===== config.mk =====
export PLATFORM = sky130hd
export DESIGN_NAME = mem_stage_lsu
export DESIGN_NICKNAME = d
export VERILOG_FILES = /design/src/rtl/mem_stage_lsu.sv
export SDC_FILE = /design/constraint.sdc
export NUM_CORES = 1
export LEC_CHECK = 0
export ABC_CLOCK_PERIOD_IN_PS = 4200
export BUFFER_PORTS_ARGS = -buffer_cell sky130_fd_sc_hd__buf_2
export CAP_MARGIN = 0
export CORE_MARGIN = 1
export CORE_UTILIZATION = 35
export CTS_CLUSTER_DIAMETER = 30
export CTS_CLUSTER_SIZE = 40
export DETAILED_ROUTE_END_ITERATION = 6
export HOLD_SLACK_MARGIN = 0.15
export SLEW_MARGIN = 20
export SYNTH_ARGS = -nofsm -noshare
export SYNTH_HDL_FRONTEND = slang
export SYNTH_SLANG_ARGS = --single-unit

===== constraint.sdc =====
create_clock -name i_clk -period 4.2 [get_ports i_clk]
set_input_delay 0.42 -clock i_clk [delete_from_list [all_inputs] [get_ports i_clk]]
set_output_delay 0.42 -clock i_clk [all_outputs]
set_load 0.01 [all_outputs]

===== src/rtl/mem_stage_lsu.sv =====
// MEM-stage load/store unit: one req/ack access per op, byte-lane steering, load extension, timeout.
// Define MEM_MISALIGN_TRAP_EN to trap misaligned accesses instead of aligning the lane down.
module mem_stage_lsu #(
  parameter int unsigned ADDR_W      = 16,
  parameter int unsigned TIMEOUT_CYC = 255
) (
  input  logic              i_clk,
  input  logic              i_rst,
  input  logic [63:0]       i_mr,
  input  logic [63:0]       i_mqb,
  input  logic              i_mwmem,
  input  logic              i_mm2reg,
  input  logic [2:0]        i_mfunc3,
  output logic [63:0]       o_mmo,
  output logic              o_mstall,
  output logic              o_mbuserr,
  output logic              o_mmisalign,
  output logic              o_mem_req,
  output logic              o_mem_we,
  output logic [ADDR_W-4:0] o_mem_addr,
  output logic [63:0]       o_mem_wdata,
  output logic [7:0]        o_mem_wstrb,
  input  logic              i_mem_ack,
  input  logic [63:0]       i_mem_rdata
);

  typedef enum logic [1:0] {StIdle, StBusy, StDone} state_e;

  localparam logic [15:0] LastCnt = 16'(TIMEOUT_CYC - 1);

  state_e            r_state, w_state_next;
  logic [15:0]       r_cnt;
  logic              r_req, r_we, r_is_load, r_buserr;
  logic [ADDR_W-4:0] r_addr;
  logic [63:0]       r_wdata, r_mmo;
  logic [7:0]        r_wstrb;
  logic [2:0]        r_func3, r_lane;

  logic        w_is_store, w_is_load, w_acc, w_trap, w_start, w_timeout;
  logic [2:0]  w_align_mask, w_lane;
  logic [7:0]  w_wstrb_base;
  logic [63:0] w_d, w_load_data;
  logic        w_unused_mr;

  // A store wins when both requests are raised.
  assign w_is_store   = i_mwmem;
  assign w_is_load    = i_mm2reg & ~i_mwmem;
  assign w_acc        = (w_is_store & ~i_mfunc3[2]) | (w_is_load & (i_mfunc3 != 3'b111));
  assign w_align_mask = 3'b111 << i_mfunc3[1:0];
  assign w_lane       = i_mr[2:0] & w_align_mask;
  assign w_unused_mr  = ^i_mr[63:ADDR_W];

`ifdef MEM_MISALIGN_TRAP_EN
  logic w_misalign;
  assign w_misalign = |(i_mr[2:0] & ~w_align_mask);
  assign w_trap     = w_acc & w_misalign;
`else
  assign w_trap     = 1'b0;
`endif

  assign w_start     = w_acc & ~w_trap;
  assign o_mmisalign = w_trap & (r_state == StIdle) & ~i_rst;
  assign w_timeout   = (r_cnt == LastCnt);

  always_comb begin
    w_wstrb_base = 8'h00;
    unique case (i_mfunc3[1:0])
      2'd0: w_wstrb_base = 8'h01;
      2'd1: w_wstrb_base = 8'h03;
      2'd2: w_wstrb_base = 8'h0F;
      2'd3: w_wstrb_base = 8'hFF;
      default: w_wstrb_base = 8'h00;
    endcase
  end

  assign w_d = i_mem_rdata >> {r_lane, 3'b000};

  always_comb begin
    w_load_data = w_d;
    unique case (r_func3)
      3'b000: w_load_data = {{56{w_d[7]}}, w_d[7:0]};
      3'b001: w_load_data = {{48{w_d[15]}}, w_d[15:0]};
      3'b010: w_load_data = {{32{w_d[31]}}, w_d[31:0]};
      3'b100: w_load_data = {56'd0, w_d[7:0]};
      3'b101: w_load_data = {48'd0, w_d[15:0]};
      3'b110: w_load_data = {32'd0, w_d[31:0]};
      default: w_load_data = w_d;
    endcase
  end

  always_comb begin
    w_state_next = r_state;
    o_mstall     = 1'b0;
    unique case (r_state)
      StIdle: begin
        if (w_start) begin
          w_state_next = StBusy;
          o_mstall     = 1'b1;
        end
      end
      StBusy: begin
        o_mstall = 1'b1;
        if (i_mem_ack || w_timeout) w_state_next = StDone;
      end
      StDone:  w_state_next = StIdle;
      default: w_state_next = StIdle;
    endcase
  end

  always_ff @(posedge i_clk) begin
    if (i_rst) begin
      r_state   <= StIdle;
      r_cnt     <= '0;
      r_req     <= 1'b0;
      r_we      <= 1'b0;
      r_is_load <= 1'b0;
      r_buserr  <= 1'b0;
      r_addr    <= '0;
      r_wdata   <= '0;
      r_wstrb   <= '0;
      r_mmo     <= '0;
      r_func3   <= '0;
      r_lane    <= '0;
    end else begin
      r_state  <= w_state_next;
      r_buserr <= 1'b0;
      unique case (r_state)
        StIdle: begin
          if (w_start) begin
            r_req     <= 1'b1;
            r_we      <= w_is_store;
            r_is_load <= w_is_load;
            r_addr    <= i_mr[ADDR_W-1:3];
            // Loads leave write data and strobes at zero.
            r_wdata   <= w_is_store ? (i_mqb << {w_lane, 3'b000}) : '0;
            r_wstrb   <= w_is_store ? (w_wstrb_base << w_lane) : '0;
            r_func3   <= i_mfunc3;
            r_lane    <= w_lane;
            r_cnt     <= '0;
          end
          if (w_trap) r_mmo <= '0;
        end
        StBusy: begin
          r_cnt <= r_cnt + 16'd1;
          if (i_mem_ack) begin
            r_req <= 1'b0;
            if (r_is_load) r_mmo <= w_load_data;
          end else if (w_timeout) begin
            r_req    <= 1'b0;
            r_buserr <= 1'b1;
            r_mmo    <= '0;
          end
        end
        StDone:  r_cnt <= '0;
        default: r_cnt <= '0;
      endcase
    end
  end

  assign o_mmo       = r_mmo;
  assign o_mbuserr   = r_buserr;
  assign o_mem_req   = r_req;
  assign o_mem_we    = r_we;
  assign o_mem_addr  = r_addr;
  assign o_mem_wdata = r_wdata;
  assign o_mem_wstrb = r_wstrb;

endmodule


==> reports/summary.txt, run 1 <==
Status: complete, no violations
Commonest cells in the netlist: nand2_1, dfxtp_1, mux2i_1, nor2_1, o21ai_0
P_leak: 5.14 nW
Synthesis warning total: 0
Clock skew: 0.0161 ns
Clock slew at reported path FFs: 0.08 ns
Cells after Synth: 1164
Ratio of final minimum period to clock period: 0.644
Placer Congestion: 0.979
Global-route wire length before repair: 55.1 mm
Area contributors post-synth: dfxtp_1, mux2i_1, nand2_1
Clk root buf: clkbuf_16
Die Height: 168 microns
Final core occ: 0.441
CTS sink cnt: 177
Final Hold Fails: 0
Achievable Freq: 370 MHz
Antenna viol nets, final: 0
Pre-CTS WS: 1.49 ns
Cts hold-fix bufs: 0
Num rows: 60
Starting Density: 0.357
Worst rel slew slack: 0.273
Ys flop type: dfxtp_1
Startpoint Class: flip-flop
Maximum Capacitance Violations: 0
Antenna Cells: 0
Number of synthesized flops with an enable pin: 0
Latest clock arrival within the worst-skew pair: 0.43 ns
RSZ-0062 raised after global routing: no
Synth Register Bits: 177
Worst Tran Pin Value: 1.09 ns
Post-CTS Setup Bufs: 0
Ys async rst share: 0
Syn-to-layout area delta: 23.7%
Core region area: 26900 sq um
Worst vdd ir: 0.187 mV
Vias in the first global route: 9504
Crit. End Element: flip-flop
Min-Delay Path Class: in -> reg
CP max stage delay: 0.70 ns
Port bufs: 304
Clock buffer count from CTS: 17
Req. time, crit path: 4.57 ns
Post-synthesis sequential area ratio: 0.370
Final setup violation count: 0
Final Power: 4.15 mW
Chip Width: 168 microns
Congestion Overflow GR: 0
PwrDens: 350 nW/um^2
Initial DRT Pass Iterations: 7
Longest Clk Path Bufs: 2
Total number of vias: 9937
Routed wire length: 36.4 mm
Worst R2R Setup Slack: 1.50 ns
Htree depth: 4
Setup tns final: 0 ns
Cells along the critical path: nand2b_4 -> or3_1 -> nor2_2 -> o21ai_0 -> nand3_1
CTS resizes: 0
Final worst setup slack: 1.50 ns
Residual DRC: 0
Syn nets: 1366
Dpl hpwl: 27.1 mm
I/O Pins: 354
GRT Total Usage: 0.253
WP data arrival: 3.07 ns
Layout fillers: 2779
Kind of critical path: reg -> reg
Die area: 28100 sq um
Area leader, netlist: dfxtp_1
Pin count of the biggest net entering global routing: 68
CTS tree: yes
Mean routed wirelength per cell: 20.6 microns
First DRT Iteration DRCs: 835
Initial antenna violation count: 1
Post-synth cell types: 69
Avg Cell Area, Syn: 8.24 sq um
Layout cell share with drive strength beyond 1: 0.277
Final slew viol count: 0
Via density per instance: 5.62
Fin nets: 1615
Yosys top cell area share: 0.370
Count leader, synth: nand2_1
Mapped Area: 9590 sq um
Worst-path fanout max: 25
Minimum clock period: 2.70 ns
Slowest cell on crit path: or3_1
worst max-delay path: cells and delay by family (launching register included):
kind | cells | cell delay, ns
and+or+nand+nor | 4 | 1.78
DFF | 1 | 0.57
AOI/OAI and AO/OA | 1 | 0.30
flip-flops by register name (all words and copies together) (netlist names):
register / count
o_mem_wdata: 64
o_mmo: 64
r_cnt: 16
o_mem_addr: 13
o_mem_wstrb: 8
r_func3: 3
r_lane: 3
r_state: 2
o_mbuserr: 1
o_mem_req: 1
o_mem_we: 1
r_is_load: 1
per-layer routing:
| metal | wire, microns | track usage |
|---|---|---|
| met1 | 14700 | 0.293 |
| met2 | 17700 | 0.444 |
| met3 | 2650 | 0.0612 |
| met4 | 1290 | 0.108 |
| met5 | 13 | 0 |
placed cells by master, fill, tap and decap left out, types with 3 or more instances in the layout:
| cell | netlist | routed |
|---|---|---|
| and3_1 | 11 | 11 |
| inv_6 | 0 | 7 |
| nand4_1 | 4 | 4 |
| a222oi_1 | 8 | 8 |
| inv_1 | 14 | 14 |
| nand2_1 | 187 | 186 |
| nor2b_1 | 15 | 14 |
| a2111oi_0 | 5 | 5 |
| o2bb2ai_1 | 15 | 15 |
| or4_1 | 4 | 4 |
| a32oi_1 | 10 | 10 |
| a21oi_1 | 72 | 72 |
| nor2_1 | 109 | 109 |
| nor2_2 | 3 | 3 |
| nand2b_1 | 6 | 6 |
| a221o_1 | 13 | 13 |
| inv_8 | 0 | 3 |
| a22oi_1 | 40 | 40 |
| dfxtp_1 | 177 | 175 |
| mux2i_1 | 129 | 129 |
| nor3_1 | 6 | 5 |
| clkbuf_16 | 0 | 17 |
| nor4_1 | 5 | 5 |
| mux4_2 | 8 | 8 |
| a2bb2oi_1 | 7 | 7 |
| mux2_2 | 7 | 7 |
| a41oi_1 | 4 | 4 |
| nand3_1 | 31 | 31 |
| a211oi_1 | 9 | 9 |
| o21ai_0 | 97 | 97 |
| buf_2 | 30 | 303 |
| o31ai_1 | 9 | 9 |
| a31oi_1 | 3 | 3 |
| o22ai_1 | 17 | 17 |
| buf_4 | 10 | 24 |
| a311oi_1 | 4 | 4 |
cell families (layout without fill, tap and decap cells):
family	after synthesis	after routing	share of synthesized area
AOI/OAI and AO/OA	327	327	0.226
muxes	144	144	0.162
adders and majority gates	2	2	0.00261
DFF	177	177	0.370
buffers and inverters	112	374	0.0532
and+or+nand+nor	401	401	0.187
other	1	1	0.000391
where the power goes:
group | switching [mW] | internal (mW)
logic | 0.510 | 0.294
registers | 0.0409 | 1.74
clock network | 0.767 | 0.799
total | 1.32 | 2.83
cell type report:
| type | count | area (sq um) | share of cell area |
|---|---|---|---|
| Inverter | 14 | 52.6 | 0.00443 |
| Clock inverter | 13 | 113 | 0.00950 |
| Tap cell | 341 | 427 | 0.0360 |
| Multi-Input combinational cell | 875 | 5560 | 0.469 |
| Clock buffer | 19 | 443 | 0.0374 |
| Timing Repair Buffer | 328 | 1710 | 0.144 |
| Sequential cell | 177 | 3550 | 0.299 |
path summary, 6_finish.rpt:
check	start	cells past startpoint	to
max	r_state[0]	5	o_mmo[20]
min	i_mem_ack	2	o_mbuserr
max reg2reg	r_state[0]	5	o_mmo[20]
min reg2reg	o_mem_wdata[39]	2	o_mem_wdata[39]
stage by stage:
stage | instances | hold slack (ns) | cell area [sq um]
6_report | 1767 | 0.207 | 11900
2_1_floorplan | 1164 | 0.463 | 9590
5_1_grt | 1767 | 0.189 | 11900
3_5_place_dp | 1735 | 0.434 | 11300
4_1_cts | 1767 | 0.189 | 11900
3_3_place_gp | 1734 | 0.427 | 11300
Power figures use the tool's default switching activity.
==> run 2: changes to the inputs <==
--- a/config.mk
+++ b/config.mk
@@ -5,7 +5,8 @@
 export SDC_FILE = /design/constraint.sdc
 export NUM_CORES = 1
 export LEC_CHECK = 0
-export ABC_CLOCK_PERIOD_IN_PS = 4200
+export ABC_AREA = 1
+export ABC_CLOCK_PERIOD_IN_PS = 2350
 export BUFFER_PORTS_ARGS = -buffer_cell sky130_fd_sc_hd__buf_2
 export CAP_MARGIN = 0
 export CORE_MARGIN = 1
==> constraint.sdc (replaced) <==
create_clock -name i_clk -period 2.35 [get_ports i_clk]
set_input_delay 0.235 -clock i_clk [delete_from_list [all_inputs] [get_ports i_clk]]
set_output_delay 0.235 -clock i_clk [all_outputs]
set_load 0.01 [all_outputs]
==> reports/summary.txt, run 2 <==
Cells along the critical path: inv_1 -> nor2_2 -> buf_4 -> inv_1 -> nand2_1 -> buf_2
Htree depth: 4 (unchanged)
Status: complete, no violations
Achievable Freq: 452 MHz
Most common cell after layout, fill and taps aside: nand2_1
Most used cell along the critical path: inv_1
Maximum Capacitance Violations: 0 (unchanged)
Reg2reg path depth: 8 (+3)
Post-CTS Setup Bufs: 0 (unchanged)
Worst Tran Pin Value: 0.802 ns (-0.287 ns)
I/O Pins: 354 (unchanged)
Synthesis warning total: 0 (unchanged)
Worst vdd ir: 0.447 mV (+140%)
Number of synthesized flops with an enable pin: 0 (unchanged)
PwrDens: 628 nW/um^2 (+79%)
Die Height: 176 microns (+5.0%)
Final setup violation count: 0 (unchanged)
Mapped Area: 10600 sq um (+10%)
Layout cell share with drive strength beyond 1: 0.209 (-0.0676)
Worst R2R Setup Slack: 0.25 ns (-1.25 ns)
Total number of vias: 12.4k (+25%)
Setup tns final: 0 ns (unchanged)
Seq. cell area: 3540 sq um (about the same)
Yosys top cell area share: 0.335 (-0.0348)
Routed wire length: 40.9 mm (+13%)
Minimum clock period: 2.21 ns
Kind of critical path: reg -> out
Most frequent cells in the layout: nand2_1, buf_2, a21oi_1
Min-Delay Path Class: in -> reg
Num rows: 63 (+5.0%)
RSZ-0062 raised after global routing: no
CTS sink cnt: 177 (unchanged)
Synth Register Bits: 177 (unchanged)
CTS tree: yes
Slowest cell on crit path: dfxtp_1
Clock buffer count from CTS: 17 (unchanged)
Crit. End Element: output pin
Congestion Overflow GR: 0 (unchanged)
Longest Clk Path Bufs: 2 (unchanged)
Area leader, netlist: dfxtp_1
Placer Congestion: 0.969 (-1.0%)
Pin count of the biggest net entering global routing: 148 (+120%)
Dpl hpwl: 30.4 mm (+12%)
Cells after Synth: 1706 (+47%)
First DRT Iteration DRCs: 1073 (+29%)
Final Hold Fails: 0 (unchanged)
Req. time, crit path: 2.12 ns (-2.45 ns)
Chip Width: 176 microns (+5.0%)
Post-synth cell types: 39 (-43%)
Final slew viol count: 0 (unchanged)
Avg Cell Area, Syn: 6.20 sq um (-25%)
CP max stage delay: 0.42 ns (-0.28 ns)
Clock slew at reported path FFs: 0.07 ns (about the same)
Syn nets: 1908 (+40%)
Post-DP Area: 12400 sq um (+9.9%)
Starting Density: 0.356 (-0.000593)
Via density per instance: 5.24 (-6.9%)
Ys flop type: dfxtp_1
Mean routed wirelength per cell: 17.3 microns (-16%)
Fin nets: 2161 (+34%)
Latest clock arrival within the worst-skew pair: 0.45 ns (+0.02 ns)
Worst rel slew slack: 0.465 (+0.192)
GRT Total Usage: 0.262 (+0.00890)
Port bufs: 304 (unchanged)
Initial antenna violation count: 11 (+10)
Placed instance count: 2308 (+33%)
Commonest cells in the netlist: nand2_1, a21oi_1, dfxtp_1, nand3_1, o21ai_0
Startpoint Class: flip-flop
Clk root buf: clkbuf_16
Initial DRT Pass Iterations: 5 (-2)
P_leak: 6.17 nW (+20%)
Post-synthesis sequential area ratio: 0.335 (-0.0348)
Ys async rst share: 0 (unchanged)
Final Cell Area: 13300 sq um (+12%)
Antenna viol nets, final: 0 (unchanged)
Clock skew: 0.0105 ns (-0.00565 ns)
Syn-to-layout area delta: 25.3%
Ratio of final minimum period to clock period: 0.942
Vias in the first global route: 11.6k (+22%)
Global-route wire length before repair: 63.0 mm (+14%)
Core region area: 29700 sq um (+11%)
Die area: 30900 sq um (+10%)
Count leader, synth: nand2_1
Layout fillers: 3284 (+18%)
WP data arrival: 1.98 ns (-1.09 ns)
Worst Hold Depth: 3 (+1)
Area contributors post-synth: dfxtp_1, nand2_1, a21oi_1
Multi-input logic area: 6000 sq um (+7.9%)
Residual DRC: 0 (unchanged)
Worst-path fanout max: 11 (-56%)
Final non-filler cell total: 2369 (+34%)
## run 2: cell types whose count changed in the layout (fill, tap and decap cells not counted), sizes merged, moves of 41 or more
cell    before  now
inv         24  124
mux2i      129    0
a21oi       72  217
a22oi       41    0
nor2       113   68
o21ai       97  165
nand2      187  540
o211ai       2   77
nand3       31  172
## run 2: per-stage QoR
stage / hold WS [ns] / utilization / setup slack (ns) / power [mW]
floorplan: 0.312 / - / 0.793 / 4.60
global placement: 0.448 / 0.418 / 0.223 / 5.38
detailed placement: 0.451 / 0.418 / 0.219 / 5.38
CTS: 0.174 / 0.446 / 0.158 / 8.38
global route: 0.174 / 0.446 / 0.0275 / 8.77
finish: 0.183 / 0.446 / 0.137 / 8.33
## run 2: repair_timing
| item | CTS | global route |
|---|---|---|
| gates resized for setup | 0 | 1 |
| endpoints found under the hold margin | 22 | 0 |
| hold buffers | 22 | 0 |
| endpoints found under the setup margin | 0 | 28 |
## run 2: cells by family after synthesis
kind of cell,count (synthesis),share of synthesized area
compound gates,469,0.243
fa+ha+maj,2,0.00236
buf+inv,250,0.0992
flops,177,0.335
other cells,1,0.000354
simple gates,807,0.320
## run 2: where the power goes
group	switching, mW	leakage, nW	internal, mW
Combinational	1.44	4.45	0.725
Sequential	0.0762	1.44	3.11
Clock	1.37	0.287	1.60
Total	2.89	6.17	5.44
## run 2: path summary, 6_finish.rpt
| kind | startpoint | end |
|---|---|---|
| hold reg to reg | o_mem_wdata[13] | o_mem_wdata[13] |
| setup / recovery | r_state[0] | o_mstall |
| hold / removal | i_mwmem | o_mem_we |
| setup reg to reg | r_cnt[4] | o_mmo[18] |
## run 2: final cells by class
type                    instances  share of cell area
repair buffers                366               0.164
clock buffers                  17              0.0321
well taps                     390              0.0368
multi-input cells            1279               0.453
flip-flops and latches        177               0.267
inverters                     118              0.0334
clock inverters                15              0.0131
diodes                          7             0.00132
## run 2: critical path, delay by kind of cell, from the launching register on
family / cells / cell delay, ns
flops: 1 / 0.42
buf+inv: 4 / 0.66
simple gates: 2 / 0.45
## run 2: per-layer routing
| layer | up-vias | GRT usage | wire length [microns] |
|---|---|---|---|
| met4 | 10 | 0.108 | 1340 |
| met2 | 477 | 0.448 | 19500 |
| met3 | 70 | 0.0494 | 2770 |
| met5 | - | 0 | 63 |
| li1 | 6191 | - | - |
| met1 | 5659 | 0.322 | 17300 |
==> run 3: changes to the inputs <==
--- a/config.mk
+++ b/config.mk
@@ -15,6 +15,8 @@
 export CTS_CLUSTER_SIZE = 40
 export DETAILED_ROUTE_END_ITERATION = 6
 export HOLD_SLACK_MARGIN = 0.15
+export PLACE_DENSITY = 0.62
+export SKIP_CTS_REPAIR_TIMING = 1
 export SLEW_MARGIN = 20
 export SYNTH_ARGS = -nofsm -noshare
 export SYNTH_HDL_FRONTEND = slang
==> reports/summary.txt, run 3 (same netlist as run 2, synthesis figures left out) <==
Ratio of final minimum period to clock period: 0.872 (-0.0697)
Pin count of the biggest net entering global routing: 148 (unchanged)
Latest clock arrival within the worst-skew pair: 0.43 ns (-0.02 ns)
Post-DP Area: 12400 sq um (-0.16%)
Clk root buf: clkbuf_16
Starting Density: 0.356 (unchanged)
Startpoint Class: flip-flop
Req. time, crit path: 2.71 ns (+0.59 ns)
Logic gate share of total power: 0.253 (-0.007)
Chip Width: 176 microns (unchanged)
Final slew viol count: 0 (unchanged)
Vias in the first global route: 11.4k (-1.6%)
Antenna Cells: 0 (-7)
Fin nets: 2160 (-0.046%)
Routed wire length: 40.2 mm (-1.7%)
Port bufs: 304 (unchanged)
Kind of critical path: reg -> reg
Worst vdd ir: 0.448 mV (+0.25%)
Placer Congestion: 0.962 (-0.72%)
Most frequent cells in the layout: nand2_1, buf_2, a21oi_1
Status: complete, no violations
Via density per instance: 5.29 (+1.0%)
Clock slew at reported path FFs: 0.07 ns (about the same)
Final Cell Area: 13200 sq um (-0.12%)
Num rows: 63 (unchanged)
I/O Pins: 354 (unchanged)
Initial DRT Pass Iterations: 5 (unchanged)
Initial antenna violation count: 0 (-11)
Maximum Capacitance Violations: 0 (unchanged)
Most common cell after layout, fill and taps aside: nand2_1
Dpl hpwl: 29.6 mm (-2.5%)
Syn-to-layout area delta: 25.2%
Global-route wire length before repair: 61.7 mm (-2.0%)
Worst Tran Pin Value: 0.695 ns (-0.108 ns)
Die area: 30900 sq um (unchanged)
Final Hold Fails: 0 (unchanged)
Congestion Overflow GR: 0 (unchanged)
Layout cell share with drive strength beyond 1: 0.209 (-0.000401)
Htree depth: 4 (unchanged)
Crit. End Element: flip-flop
PwrDens: 636 nW/um^2 (+1.3%)
Achievable Freq: 488 MHz (+8.0%)
WP data arrival: 2.41 ns (+0.43 ns)
RSZ-0062 raised after global routing: no
Final core occ: 0.446 (-0.000547)
Clock buffer count from CTS: 17 (unchanged)
GRT Total Usage: 0.255 (-0.00757)
CTS sink cnt: 177 (unchanged)
Mean routed wirelength per cell: 17.0 microns (-1.4%)
Antenna viol nets, final: 0 (unchanged)
Net switching power: 2.85 mW (-1.5%)
Final setup violation count: 0 (unchanged)
Layout fillers: 3174 (-3.3%)
Die Height: 176 microns (unchanged)
Residual DRC: 0 (unchanged)
Reg power frac: 0.380 (-0.003)
Minimum clock period: 2.05 ns (-0.164 ns)
Cell-internal power: 5.58 mW (+2.6%)
Total number of vias: 12.5k (+0.67%)
Clock skew: 0.0100 ns (-0.000414 ns)
CTS tree: yes
Worst-path fanout max: 64 (+53)
Setup tns final: 0 ns (unchanged)
Sw Ratio: 0.338 (-0.00917)
Longest Clk Path Bufs: 2 (unchanged)
First DRT Iteration DRCs: 983 (-8.4%)
Core region area: 29700 sq um (unchanged)
Final Power: 8.43 mW (+1.2%)
Clock power share: 0.367 (+0.010)
P_leak: 6.18 nW (+0.14%)
Min-Delay Path Class: in -> reg
Worst rel slew slack: 0.537 (+0.0717)
[run 3: changes by cell type in the layout (fill, tap and decap cells not counted), sizes merged, moves of 2 or more]
cell,change
diode,-7
clkinv,+3
clkinvlp,-3
inv,-3
clkbuf,+2
[run 3: stage by stage]
stage / std cells / hold WS [ns] / setup slack [ns]
after floorplan: 1706 / 0.312 / 0.793
after global placement: 2307 / 0.447 / 0.351
after detailed placement: 2307 / 0.452 / 0.333
after CTS: 2339 / 0.00315 / 0.327
after global routing: 2361 / 0.236 / 0.0796
final: 2361 / 0.201 / 0.301
[run 3: final timing paths]
path | start | endpoint | slack (ns) | depth (start not counted)
worst max register to register | r_lane[0] | o_mmo[22] | 0.30 | 9
worst max-delay path | r_lane[0] | o_mmo[22] | 0.30 | 9
worst min register to register | o_mmo[2] | o_mmo[2] | 0.46 | 2
worst min-delay path | i_mfunc3[0] | r_func3[0] | 0.20 | 3
[run 3: critical path, stage by stage, from the launching register on]
cell and delay [ns]:
dfxtp_2 0.43, buf_4 0.53, nand2_1 0.13, o21ai_0 0.26, nand2_1 0.09, a21oi_1 0.14
nand2_1 0.12, nand3_1 0.09, nand2_1 0.05, a21oi_1 0.12
[run 3: final cells by class]
| cell class | count | area (sq um) | share of cell area |
|---|---|---|---|
| clock buffer | 19 | 453 | 0.0342 |
| clock inverter | 13 | 173 | 0.0130 |
| inverter | 118 | 443 | 0.0334 |
| multi-input combinational | 1279 | 6000 | 0.453 |
| sequential | 177 | 3540 | 0.268 |
| tap | 390 | 488 | 0.0368 |
| timing repair buffer | 365 | 2150 | 0.162 |
[run 3: metal layers]
metal	up-vias	global-route usage	wire length, microns
met3	72	0.0416	2790
met2	526	0.435	19400
li1	6182	-	-
met1	5710	0.315	16700
met4	0	0.108	1380
met5	-	0	0
[run 3: power groups by stage]
stage	Combinational (mW)	Sequential, mW	Clock, mW
after floorplan	1.31	3.29	0
after global placement	2.07	3.27	0
after detailed placement	2.08	3.27	0
after CTS	2.09	3.20	3.17
after global routing	2.36	3.21	3.30
final	2.13	3.20	3.09
